--- config.mk ---
export PLATFORM = sky130hd
export DESIGN_NAME = calendar_clock_ctrl
export DESIGN_NICKNAME = d
export VERILOG_FILES = /design/src/rtl/calendar_pkg.sv /design/src/rtl/month_len_calc.sv /design/src/rtl/calendar_clock_ctrl.sv
export SDC_FILE = /design/constraint.sdc
export NUM_CORES = 1
export LEC_CHECK = 0
export CAP_MARGIN = 20
export CORE_MARGIN = 4
export CORE_UTILIZATION = 59
export CTS_CLUSTER_SIZE = 20
export DETAILED_ROUTE_END_ITERATION = 12
export PLACE_DENSITY = 0.89
export SLEW_MARGIN = 20
export SYNTH_ARGS = -nofsm -noshare
export SYNTH_HDL_FRONTEND = slang
export SYNTH_HIERARCHICAL = 1
export SYNTH_SLANG_ARGS = --single-unit
--- constraint.sdc ---
create_clock -name clk -period 9.56 [get_ports clk]
set_clock_uncertainty 0.2 [all_clocks]
set_input_delay 0.956 -clock clk [delete_from_list [all_inputs] [get_ports clk]]
set_output_delay 0.956 -clock clk [all_outputs]
set_load 0.005 [all_outputs]
--- src/rtl/calendar_pkg.sv ---
// Shared types and constants for the calendar clock controller.
// Field widths, month encodings, month lengths and the FSM state type.
package calendar_pkg;

  localparam int unsigned SecW   = 6;
  localparam int unsigned MinW   = 6;
  localparam int unsigned HourW  = 5;
  localparam int unsigned DayW   = 5;
  localparam int unsigned MonthW = 4;
  localparam int unsigned YearW  = 16;

  localparam logic [DayW-1:0] Len28 = 5'd28;
  localparam logic [DayW-1:0] Len29 = 5'd29;
  localparam logic [DayW-1:0] Len30 = 5'd30;
  localparam logic [DayW-1:0] Len31 = 5'd31;

  localparam logic [MonthW-1:0] Jan = 4'd1;
  localparam logic [MonthW-1:0] Feb = 4'd2;
  localparam logic [MonthW-1:0] Mar = 4'd3;
  localparam logic [MonthW-1:0] Apr = 4'd4;
  localparam logic [MonthW-1:0] May = 4'd5;
  localparam logic [MonthW-1:0] Jun = 4'd6;
  localparam logic [MonthW-1:0] Jul = 4'd7;
  localparam logic [MonthW-1:0] Aug = 4'd8;
  localparam logic [MonthW-1:0] Sep = 4'd9;
  localparam logic [MonthW-1:0] Oct = 4'd10;
  localparam logic [MonthW-1:0] Nov = 4'd11;
  localparam logic [MonthW-1:0] Dec = 4'd12;

  typedef enum logic {
    StRun,
    StCheck
  } state_e;

endpackage

--- src/rtl/month_len_calc.sv ---
// Gregorian month length for a given month/year; 0 for an out-of-range month.
// Purely combinational; the century terms use constant-divisor modulo only.
module month_len_calc
  import calendar_pkg::*;
(
  input  logic [MonthW-1:0] month,
  input  logic [YearW-1:0]  year,
  output logic [DayW-1:0]   len
);

  logic leap;

  assign leap = ((year[1:0] == 2'b00) && ((year % 16'd100) != 16'd0)) ||
                ((year % 16'd400) == 16'd0);

  always_comb begin
    case (month)
      Jan, Mar, May, Jul, Aug, Oct, Dec: len = Len31;
      Apr, Jun, Sep, Nov:                len = Len30;
      Feb:                               len = leap ? Len29 : Len28;
      default:                           len = '0;
    endcase
  end

endmodule

--- src/rtl/calendar_clock_ctrl.sv ---
// Time-of-day and calendar sequencer: 1 Hz cascade plus validated atomic set.
// A rejected set that collides with a tick defers that tick to the next RUN cycle.
module calendar_clock_ctrl
  import calendar_pkg::*;
#(
  parameter int unsigned YEAR_MIN = 2000,
  parameter int unsigned YEAR_MAX = 2199,
  parameter int unsigned RST_YEAR = 2000
) (
  input  logic              clk,
  input  logic              rst_n,
  input  logic              tick_1hz,
  input  logic              set_req,
  input  logic [SecW-1:0]   set_sec,
  input  logic [MinW-1:0]   set_min,
  input  logic [HourW-1:0]  set_hour,
  input  logic [DayW-1:0]   set_day,
  input  logic [MonthW-1:0] set_month,
  input  logic [YearW-1:0]  set_year,
  output logic              set_ack,
  output logic              set_err,
  output logic [SecW-1:0]   sec,
  output logic [MinW-1:0]   min,
  output logic [HourW-1:0]  hour,
  output logic [DayW-1:0]   day,
  output logic [MonthW-1:0] month,
  output logic [YearW-1:0]  year,
  output logic              day_roll,
  output logic              year_roll
);

  localparam logic [YearW-1:0] YearMinL = YearW'(YEAR_MIN);
  localparam logic [YearW-1:0] YearMaxL = YearW'(YEAR_MAX);
  localparam logic [YearW-1:0] RstYearL = YearW'(RST_YEAR);

  state_e state_q, state_d;
  logic   set_req_q, pending_q, pending_d;
  logic   ack_q, ack_d, err_q, err_d, droll_q, droll_d, yroll_q, yroll_d;

  logic [SecW-1:0]   sec_q, sec_d, sh_sec_q, sh_sec_d, inc_sec;
  logic [MinW-1:0]   min_q, min_d, sh_min_q, sh_min_d, inc_min;
  logic [HourW-1:0]  hour_q, hour_d, sh_hour_q, sh_hour_d, inc_hour;
  logic [DayW-1:0]   day_q, day_d, sh_day_q, sh_day_d, inc_day;
  logic [MonthW-1:0] month_q, month_d, sh_month_q, sh_month_d, inc_month;
  logic [YearW-1:0]  year_q, year_d, sh_year_q, sh_year_d, inc_year;
  logic              inc_droll, inc_yroll;

  logic [DayW-1:0] ml_live, ml_shadow;
  logic            set_rise, advance, shadow_valid;

  month_len_calc u_len_live (
    .month (month_q),
    .year  (year_q),
    .len   (ml_live)
  );

  month_len_calc u_len_shadow (
    .month (sh_month_q),
    .year  (sh_year_q),
    .len   (ml_shadow)
  );

  assign set_rise = set_req & ~set_req_q;
  assign advance  = (state_q == StRun) & (tick_1hz | pending_q);

  assign shadow_valid = (sh_sec_q < 6'd60) && (sh_min_q < 6'd60) && (sh_hour_q < 5'd24) &&
                        (sh_month_q >= Jan) && (sh_month_q <= Dec) &&
                        (sh_year_q >= YearMinL) && (sh_year_q <= YearMaxL) &&
                        (sh_day_q != '0) && (sh_day_q <= ml_shadow);

  // One-second cascade from the live registers.
  always_comb begin
    inc_sec   = sec_q;
    inc_min   = min_q;
    inc_hour  = hour_q;
    inc_day   = day_q;
    inc_month = month_q;
    inc_year  = year_q;
    inc_droll = 1'b0;
    inc_yroll = 1'b0;
    if (sec_q >= 6'd59) begin
      inc_sec = '0;
      if (min_q >= 6'd59) begin
        inc_min = '0;
        if (hour_q >= 5'd23) begin
          inc_hour  = '0;
          inc_droll = 1'b1;
          if (day_q >= ml_live) begin
            inc_day = 5'd1;
            if (month_q >= Dec) begin
              inc_month = Jan;
              inc_yroll = 1'b1;
              inc_year  = (year_q >= YearMaxL) ? YearMinL : year_q + 16'd1;
            end else begin
              inc_month = month_q + 4'd1;
            end
          end else begin
            inc_day = day_q + 5'd1;
          end
        end else begin
          inc_hour = hour_q + 5'd1;
        end
      end else begin
        inc_min = min_q + 6'd1;
      end
    end else begin
      inc_sec = sec_q + 6'd1;
    end
  end

  always_ff @(posedge clk or negedge rst_n) begin
    if (!rst_n) begin
      state_q <= StRun;
    end else begin
      state_q <= state_d;
    end
  end

  always_comb begin
    state_d = state_q;
    unique case (state_q)
      StRun:   if (set_rise) state_d = StCheck;
      StCheck: state_d = StRun;
      default: state_d = StRun;
    endcase
  end

  always_comb begin
    sec_d      = sec_q;
    min_d      = min_q;
    hour_d     = hour_q;
    day_d      = day_q;
    month_d    = month_q;
    year_d     = year_q;
    sh_sec_d   = sh_sec_q;
    sh_min_d   = sh_min_q;
    sh_hour_d  = sh_hour_q;
    sh_day_d   = sh_day_q;
    sh_month_d = sh_month_q;
    sh_year_d  = sh_year_q;
    pending_d  = pending_q;
    ack_d      = 1'b0;
    err_d      = 1'b0;
    droll_d    = 1'b0;
    yroll_d    = 1'b0;
    unique case (state_q)
      StRun: begin
        pending_d = 1'b0;
        if (advance) begin
          sec_d   = inc_sec;
          min_d   = inc_min;
          hour_d  = inc_hour;
          day_d   = inc_day;
          month_d = inc_month;
          year_d  = inc_year;
          droll_d = inc_droll;
          yroll_d = inc_yroll;
        end
        if (set_rise) begin
          sh_sec_d   = set_sec;
          sh_min_d   = set_min;
          sh_hour_d  = set_hour;
          sh_day_d   = set_day;
          sh_month_d = set_month;
          sh_year_d  = set_year;
        end
      end
      StCheck: begin
        if (shadow_valid) begin
          sec_d     = sh_sec_q;
          min_d     = sh_min_q;
          hour_d    = sh_hour_q;
          day_d     = sh_day_q;
          month_d   = sh_month_q;
          year_d    = sh_year_q;
          ack_d     = 1'b1;
          pending_d = 1'b0;
        end else begin
          // Accepted sets override a colliding tick; rejected ones keep it.
          err_d     = 1'b1;
          pending_d = tick_1hz;
        end
      end
      default: ;
    endcase
  end

  always_ff @(posedge clk or negedge rst_n) begin
    if (!rst_n) begin
      set_req_q  <= 1'b0;
      pending_q  <= 1'b0;
      ack_q      <= 1'b0;
      err_q      <= 1'b0;
      droll_q    <= 1'b0;
      yroll_q    <= 1'b0;
      sec_q      <= '0;
      min_q      <= '0;
      hour_q     <= '0;
      day_q      <= 5'd1;
      month_q    <= Jan;
      year_q     <= RstYearL;
      sh_sec_q   <= '0;
      sh_min_q   <= '0;
      sh_hour_q  <= '0;
      sh_day_q   <= '0;
      sh_month_q <= '0;
      sh_year_q  <= '0;
    end else begin
      set_req_q  <= set_req;
      pending_q  <= pending_d;
      ack_q      <= ack_d;
      err_q      <= err_d;
      droll_q    <= droll_d;
      yroll_q    <= yroll_d;
      sec_q      <= sec_d;
      min_q      <= min_d;
      hour_q     <= hour_d;
      day_q      <= day_d;
      month_q    <= month_d;
      year_q     <= year_d;
      sh_sec_q   <= sh_sec_d;
      sh_min_q   <= sh_min_d;
      sh_hour_q  <= sh_hour_d;
      sh_day_q   <= sh_day_d;
      sh_month_q <= sh_month_d;
      sh_year_q  <= sh_year_d;
    end
  end

  assign set_ack   = ack_q;
  assign set_err   = err_q;
  assign sec       = sec_q;
  assign min       = min_q;
  assign hour      = hour_q;
  assign day       = day_q;
  assign month     = month_q;
  assign year      = year_q;
  assign day_roll  = droll_q;
  assign year_roll = yroll_q;

endmodule

==> After elaboration in Yosys (flattened, before gate mapping) <==
Cells that the tools add are included.
{ "word_totals": {"reg_bits": 91, "inputBits": 46, "out_inout_bits": 46, "word_cells": 172} }
{ "classes": {"add_sub_neg": 6, "div_mod_pow": 4, "n_lt_le_gt_ge": 14, "eq_ne": 31, "mux": 63, "bitwise": 5, "n_reduce_logical": 30} }
{ "ops": {"columns": ["cell", "n"], "rows": [
  ["two-way mux 16 bit", 8],
  ["two-way mux 5 bit", 11],
  ["two-way mux 6 bit", 7],
  ["== test 4 bit, second input constant", 10],
  ["== test 4 x 3 -> 1 bit, second input constant", 8],
  ["zero test 16 bit", 2],
  ["modulo 16 x 7 -> 16 bit, second input constant", 2],
  ["modulo 16 x 9 -> 16 bit, second input constant", 2],
  ["case mux 16 bit (2 select lines)", 1],
  ["nonzero test 16 bit", 2],
  ["case mux 5 bit (3 select lines)", 2],
  ["two-way mux 4 bit", 7],
  ["case mux 6 bit (2 select lines)", 2],
  ["two-way mux 1 bit", 20],
  ["case mux 5 bit (2 select lines)", 2],
  ["adder 16 x 1 -> 16 bit, second input constant", 1],
  ["== test 4 x 2 -> 1 bit, second input constant", 4],
  ["greater-or-equal comparator 16 x 11 -> 1 bit, second input constant", 1],
  ["greater-or-equal comparator 16 x 12 -> 1 bit, second input constant", 1],
  ["<= comparator 16 x 12 -> 1 bit, second input constant", 1],
  ["OR reduction 7 bit", 2],
  ["adder 6 x 1 -> 6 bit, second input constant", 2],
  ["greater-or-equal comparator 6 bit, second input constant", 2],
  ["less-than comparator 6 bit, second input constant", 2],
  ["other kinds (28)", 51]
]} }

==> Logic depth before layout (Yosys ltp) <==
{ "depth": {"ltp_word": 13, "mapped_depth": 34, "ltp_nobuf": 28} }

==> By module <==
Netlist, hierarchy kept.
{ "by_module_without_submodules": {"columns": ["mod", "instances", "cells_each", "area_each_um2", "seq_area_each_um2"], "rows": [
  ["calendar_clock_ctrl", 1, 475, 4780.8, 2287.2],
  ["month_len_calc", 2, 309, 2123.3, 0.0]
]} }

==> Worst setup path after synthesis <==
Ideal clock, no wire load.
{ "synth_path": {"path_type": "reg-to-reg", "start": "reg year_q[10], in the netlist year[10]", "end": "reg day_q[4], in the netlist day[4]", "setup_ns": 0.087, "t_arrival_ns": 6.918, "required_ns": 9.273, "setup_slack_ns": 2.356, "path_stages_with_launch": 33, "n_path_buf": 4, "synth_period_minus_slack_ns": 7.204, "cell_sequence": "dfstp_2 buf_2 and2b_1 a21oi_1 o2111a_1 a2111o_1 a31oi_2 o32ai_2 xor2_2 o2111a_1 or3_1 buf_4 o211a_1 nor3_1 or2_1 buf_2 nand4_1 a211o_1 a31oi_4 o211ai_1 a31o_1 o211a_1 a211oi_2 mux2_1 a21oi_1 ha_1 nand2b_1 a31oi_1 o21a_1 clkbuf_1 nand3_1 or3_1 o211ai_1"} }
{ "synth_between": {"elab_chain_cells": 13, "elab_cells_between_ends": 15, "cone_classes": "div: 2; order compare: 1; mux: 8; reduce/logical: 4"} }
{ "synth_lines": {"columns": ["item", "line_no", "rtl"], "rows": [
  ["from (decl)", "calendar_clock_ctrl.sv:45", "logic [YearW-1:0] year_q, year_d, sh_year_q, sh_year_d, inc_year;"],
  ["from (signal assigned)", "calendar_clock_ctrl.sv:201", "year_q <= RstYearL;"],
  ["from (signal assigned)", "calendar_clock_ctrl.sv:220", "year_q <= year_d;"],
  ["modulo 16 x 7 -> 16 bit", "month_len_calc.sv:13", "assign leap = ((year[1:0] == 2'b00) && ((year % 16'd100) != 16'd0)) ||"],
  ["nonzero test 16 bit", "month_len_calc.sv:13", null],
  ["logical AND 1 bit", "month_len_calc.sv:13", null],
  ["logical OR 1 bit *", "month_len_calc.sv:13", null],
  ["two-way mux 1 bit *", "month_len_calc.sv:20", "Feb: len = leap ? Len29 : Len28;"],
  ["case mux 5 bit (3 select lines) *", "month_len_calc.sv:17", "case (month)"],
  ["via ml_live[0]", "calendar_clock_ctrl.sv:48", "logic [DayW-1:0] ml_live, ml_shadow;"],
  ["greater-or-equal comparator 5 bit *", "calendar_clock_ctrl.sv:88", "if (day_q >= ml_live) begin"],
  ["two-way mux 5 bit *", "calendar_clock_ctrl.sv:88", null],
  ["two-way mux 5 bit *", "calendar_clock_ctrl.sv:85", "if (hour_q >= 5'd23) begin"],
  ["two-way mux 5 bit *", "calendar_clock_ctrl.sv:83", "if (min_q >= 6'd59) begin"],
  ["two-way mux 5 bit *", "calendar_clock_ctrl.sv:81", "if (sec_q >= 6'd59) begin"],
  ["two-way mux 5 bit *", "calendar_clock_ctrl.sv:149", "if (advance) begin"],
  ["case mux 5 bit (2 select lines) *", "calendar_clock_ctrl.sv:146", "unique case (state_q)"],
  ["to (signal assigned)", "calendar_clock_ctrl.sv:218", "day_q <= day_d;"],
  ["to (decl)", "calendar_clock_ctrl.sv:43", "logic [DayW-1:0] day_q, day_d, sh_day_q, sh_day_d, inc_day;"]
]} }
Mark *: on every way through the listed nets, which the timed path passes. The rest lies on a longest branch. The select of a mux whose other input is x is not followed.
A chain may end at the register's enable or synchronous reset.

==> Worst setup path in the final report <==
{ "layout_path": {"start": "reg sh_year_q[10]", "end": "reg min_q[4], in the netlist min[4]"} }
{ "layout_between": {"elab_chain_cells": 10, "elab_cells_between_ends": 17, "cone_classes": "div: 2; order compare: 3; eq/ne: 1; mux: 2; reduce/logical: 9"} }
{ "layout_lines": {"columns": ["item", "line_no", "rtl"], "rows": [
  ["from (decl)", "calendar_clock_ctrl.sv:45", null],
  ["from (signal assigned)", "calendar_clock_ctrl.sv:226", "sh_year_q <= sh_year_d;"],
  ["modulo 16 x 7 -> 16 bit", "month_len_calc.sv:13", null],
  ["nonzero test 16 bit", "month_len_calc.sv:13", null],
  ["logical AND 1 bit", "month_len_calc.sv:13", null],
  ["logical OR 1 bit *", "month_len_calc.sv:13", null],
  ["two-way mux 1 bit *", "month_len_calc.sv:20", null],
  ["case mux 5 bit (3 select lines) *", "month_len_calc.sv:17", null],
  ["via ml_shadow[0]", "calendar_clock_ctrl.sv:48", null],
  ["<= comparator 5 bit *", "calendar_clock_ctrl.sv:69", "(sh_day_q != '0) && (sh_day_q <= ml_shadow);"],
  ["logical AND 1 bit *", "calendar_clock_ctrl.sv:69", null],
  ["inequality test 2 x 1 -> 1 bit (no line) *", null, null],
  ["AND reduction 3 bit (no line) *", null, null],
  ["to (signal assigned)", "calendar_clock_ctrl.sv:216", "min_q <= min_d;"],
  ["to (decl)", "calendar_clock_ctrl.sv:41", "logic [MinW-1:0] min_q, min_d, sh_min_q, sh_min_d, inc_min;"]
]} }
Mark *: on every way through the listed nets, which the timed path passes. The rest lies on a longest branch.

==> key figures <==
Power
  – Sw Ratio: 0.5115
  – Worst vdd rail ir drop: 0.5854 mV
  – Sequential Power Share: 0.181
  – P_int: 1.496 mW
  – Clock power frac: 0.120
  – Pleak: 3.947 nW
  – Sw power: 1.566 mW
  – Combinational Power Share: 0.699
  – PwrDens: 302.4 mW/mm^2

Synthesis
  – Top cells by area, synth: dfrtp_1 (23%), mux2_2 (5.1%), nand2_1 (3.8%)
  – Syn nets: 1155
  – Cells after Synth: 1093
  – Register area share after synthesis: 0.2534
  – Ys Warns: 6
  – Syn avg cell area: 8.259 um^2
  – Post-synth top cells: nand2_1 (92), nor2_1 (91), dfrtp_1 (83), o21ai_0 (68), a21oi_1 (56)
  – Most common cell in the netlist: nand2_1
  – Synthesized area: 0.009027 mm^2
  – Top_reg_cell synth: dfrtp_1
  – Post-synth cell types: 94
  – Post-synth EDFFs: 0
  – Post-synth ARST share: 1.000
  – Yosys top cell by area: dfrtp_1
  – Synth Register Bits: 91
  – Yosys top cell area share: 0.2301

Clock tree
  – Number of H-tree levels: 3
  – Clk Latency, worst-skew pair: 0.36 ns
  – Clk sinks: 91
  – Hold buffer count at CTS: 0
  – CTS tree: done
  – Root buffer selected by CTS: clkbuf_16
  – Postcts setup bufs: 0
  – Inserted Clock Buffers: 9
  – Clock slew at reported path FFs: 0.08 ns
  – Post-CTS resize count: 0
  – CTS Buffer Depth: 2

Job
  – Max_cap viols: 0

Routing
  – Post-DR wirelength/cell: 18.61 um
  – DRT Wirelength: 24.69 mm
  – Detailed Routing Iterations Pass 1: 6
  – DR vias/cell: 7.000
  – DR iter-0 viols: 1322
  – Antenna viol nets, final: 0
  – Vias: 9289
  – DRC: 0

STA
  – Max Clk Rate: 112.1 MHz
  – Final min period: 8.925 ns
  – Period utilization: 0.9335
  – Setup WS post-layout: 0.6354 ns
  – Final Slew Violations: 0
  – Worst Max-Slew Pin Slew: 1.019 ns
  – Max_slew headroom: 0.3186
  – Hold slack: 0.2671 ns
  – Final setup viols: 0
  – Final TNS setup: 0 ns
  – Final Hold Vio Count: 0
  – RSZ-0062 raised after global routing: false

Setup path
  – Critical Path Fanout Max: 34
  – Worst r2r src: sh_year_q[10]$_DFFE_PN0P_
  – R2r worst-path depth: 28
  – Startpoint class of the critical path: flip-flop
  – Kind of critical path: flip-flop to flip-flop
  – Slowest CP cell: dfrtp_1
  – Minimum setup slack among reg-to-reg paths: 0.64 ns
  – Worst R2R End: min[4]$_DFFE_PN0P_
  – Kind of end point of the critical path: flip-flop
  – Data arrival, critical path: 8.97 ns
  – Largest stage delay, worst path: 0.76 ns
  – Worst Setup EP: min[4]$_DFFE_PN0P_
  – Crit path from: sh_year_q[10]$_DFFE_PN0P_
  – Critical path required time: 9.61 ns

Place
  – HPWL Detailed: 17.43 mm
  – Final GP Congestion: 0.9515
  – Port Buffers: 91
  – Pre-CTS setup slack: 0.8349 ns

Floorplanning
  – Core Rows: 44
  – Initial Util: 0.6119
  – Die W: 131.7 um
  – Ports: 92
  – Core ar.: 0.01475 mm^2
  – Die area: 0.01734 mm^2
  – Die Ht: 131.7 um

Final layout
  – Ratio of cells with drive above 1 in the final layout: 0.1181
  – Nets: 1200
  – Area Growth Syn to Fin: 12.14%
  – # diodes: 0

Hold path
  – Worst hold path class: primary input to asynchronous set/reset pin

Global route
  – First-pass GRT wire length: 41.59 mm
  – Largest net degree at the start of global routing: 75
  – Vias in the first global route: 8583
  – Antenna violations before repair: 0
  – GRT overflow: 0
  – GRT Total Usage: 0.2754

Outcome
  – Status: finished, final reports clean
[cells by family (layout without fill, tap and decap cells)]
group                      Yosys count  after routing  synth area share
and+or+nand+nor                    401            401            0.2272
xor gates and xnor gates            14             14           0.01940
adders and majority gates           16             16           0.02218
muxes                               51             51           0.06265
buffers and inverters              108            158           0.06265
DFF                                 91             91            0.2534
AOI/OAI and AO/OA                  412            412            0.3526
[per-stage QoR]
step	std cells	cell area [um^2]	total power, mW	util
floorplan	1093	9027	2.221	-
global placement	1311	9819	2.543	0.6655
detailed placement	1311	9819	2.608	0.6655
CTS	1327	10120	2.996	0.6859
global route	1327	10120	3.280	0.6861
finish	1327	10120	3.062	0.6861
[state kept, by name, indices dropped and copies added (netlist names), 4 cells and up]
| name | cells |
|---|---|
| sh_hour_q | 5 |
| min | 6 |
| sh_min_q | 6 |
| month | 4 |
| sh_month_q | 4 |
| hour | 5 |
| sh_year_q | 16 |
| sh_sec_q | 6 |
| day | 5 |
| sh_day_q | 5 |
| sec | 6 |
| year | 16 |
[critical path, delay by kind of cell, from the launching register on]
kind,cells,cell delay (ns)
fa+ha+maj,1,0.16
compound gates,18,5.27
simple gates,6,1.34
flops,1,0.76
buf+inv,2,0.72
mux,1,0.35
[worst min path at each step]
stage,cells past startpoint,slack [ns],endpoint,from
5_1_grt,1,0.27,sh_year_q[3]$_DFFE_PN0P_,rst_n
4_1_cts,1,0.27,sh_year_q[3]$_DFFE_PN0P_,rst_n
3_3_place_gp,2,0.28,hour[0]$_DFFE_PN0P_,sh_hour_q[0]$_DFFE_PN0P_
6_report,1,0.27,sh_year_q[3]$_DFFE_PN0P_,rst_n
3_5_place_dp,2,0.28,hour[0]$_DFFE_PN0P_,sh_hour_q[0]$_DFFE_PN0P_
2_1_floorplan,2,0.26,hour[0]$_DFFE_PN0P_,sh_hour_q[0]$_DFFE_PN0P_
[metal layers]
metal / global-route usage / wire length [um] / vias to the layer above
met2: 0.4441 / 11390 / 500
met3: 0.05237 / 2086 / 78
li1: - / - / 4320
met4: 0.07235 / 568 / 0
met1: 0.3819 / 10640 / 4391
met5: 0 / 0 / -
[layout make-up]
cell class / count / area [um^2]
clock inverters: 7 / 75.07
flip-flops and latches: 91 / 2291
fillers: 1150 / 4631
clock buffers: 9 / 225.2
inverters: 45 / 168.9
well taps: 184 / 230.2
repair buffers: 97 / 953.4
multi-input cells: 894 / 6180
[cell usage in the layout (no fill, tap or decap), types with 20 or more instances in the layout]
cell             Yosys  routed
o21ai_0             68      68
a21oi_1             56      56
mux2_2              41      41
nand3_1             46      46
clkdlybuf4s50_1      0      90
inv_1               41      41
a31oi_1             26      26
dfrtp_1             83      80
nand2_1             92      92
nor3_1              27      27
a211oi_1            20      20
o31ai_1             20      20
nor2_1              91      91
[power groups by stage]
stage / combinational [mW] / sequential [mW] / clock, mW
finish: 2.14 / 0.555 / 0.368
global route: 2.33 / 0.566 / 0.385
CTS: 2.08 / 0.550 / 0.369
detailed placement: 2.05 / 0.557 / 0
global placement: 1.99 / 0.555 / 0
floorplan: 1.72 / 0.505 / 0
No activity file was read; power rests on OpenSTA's default activity.
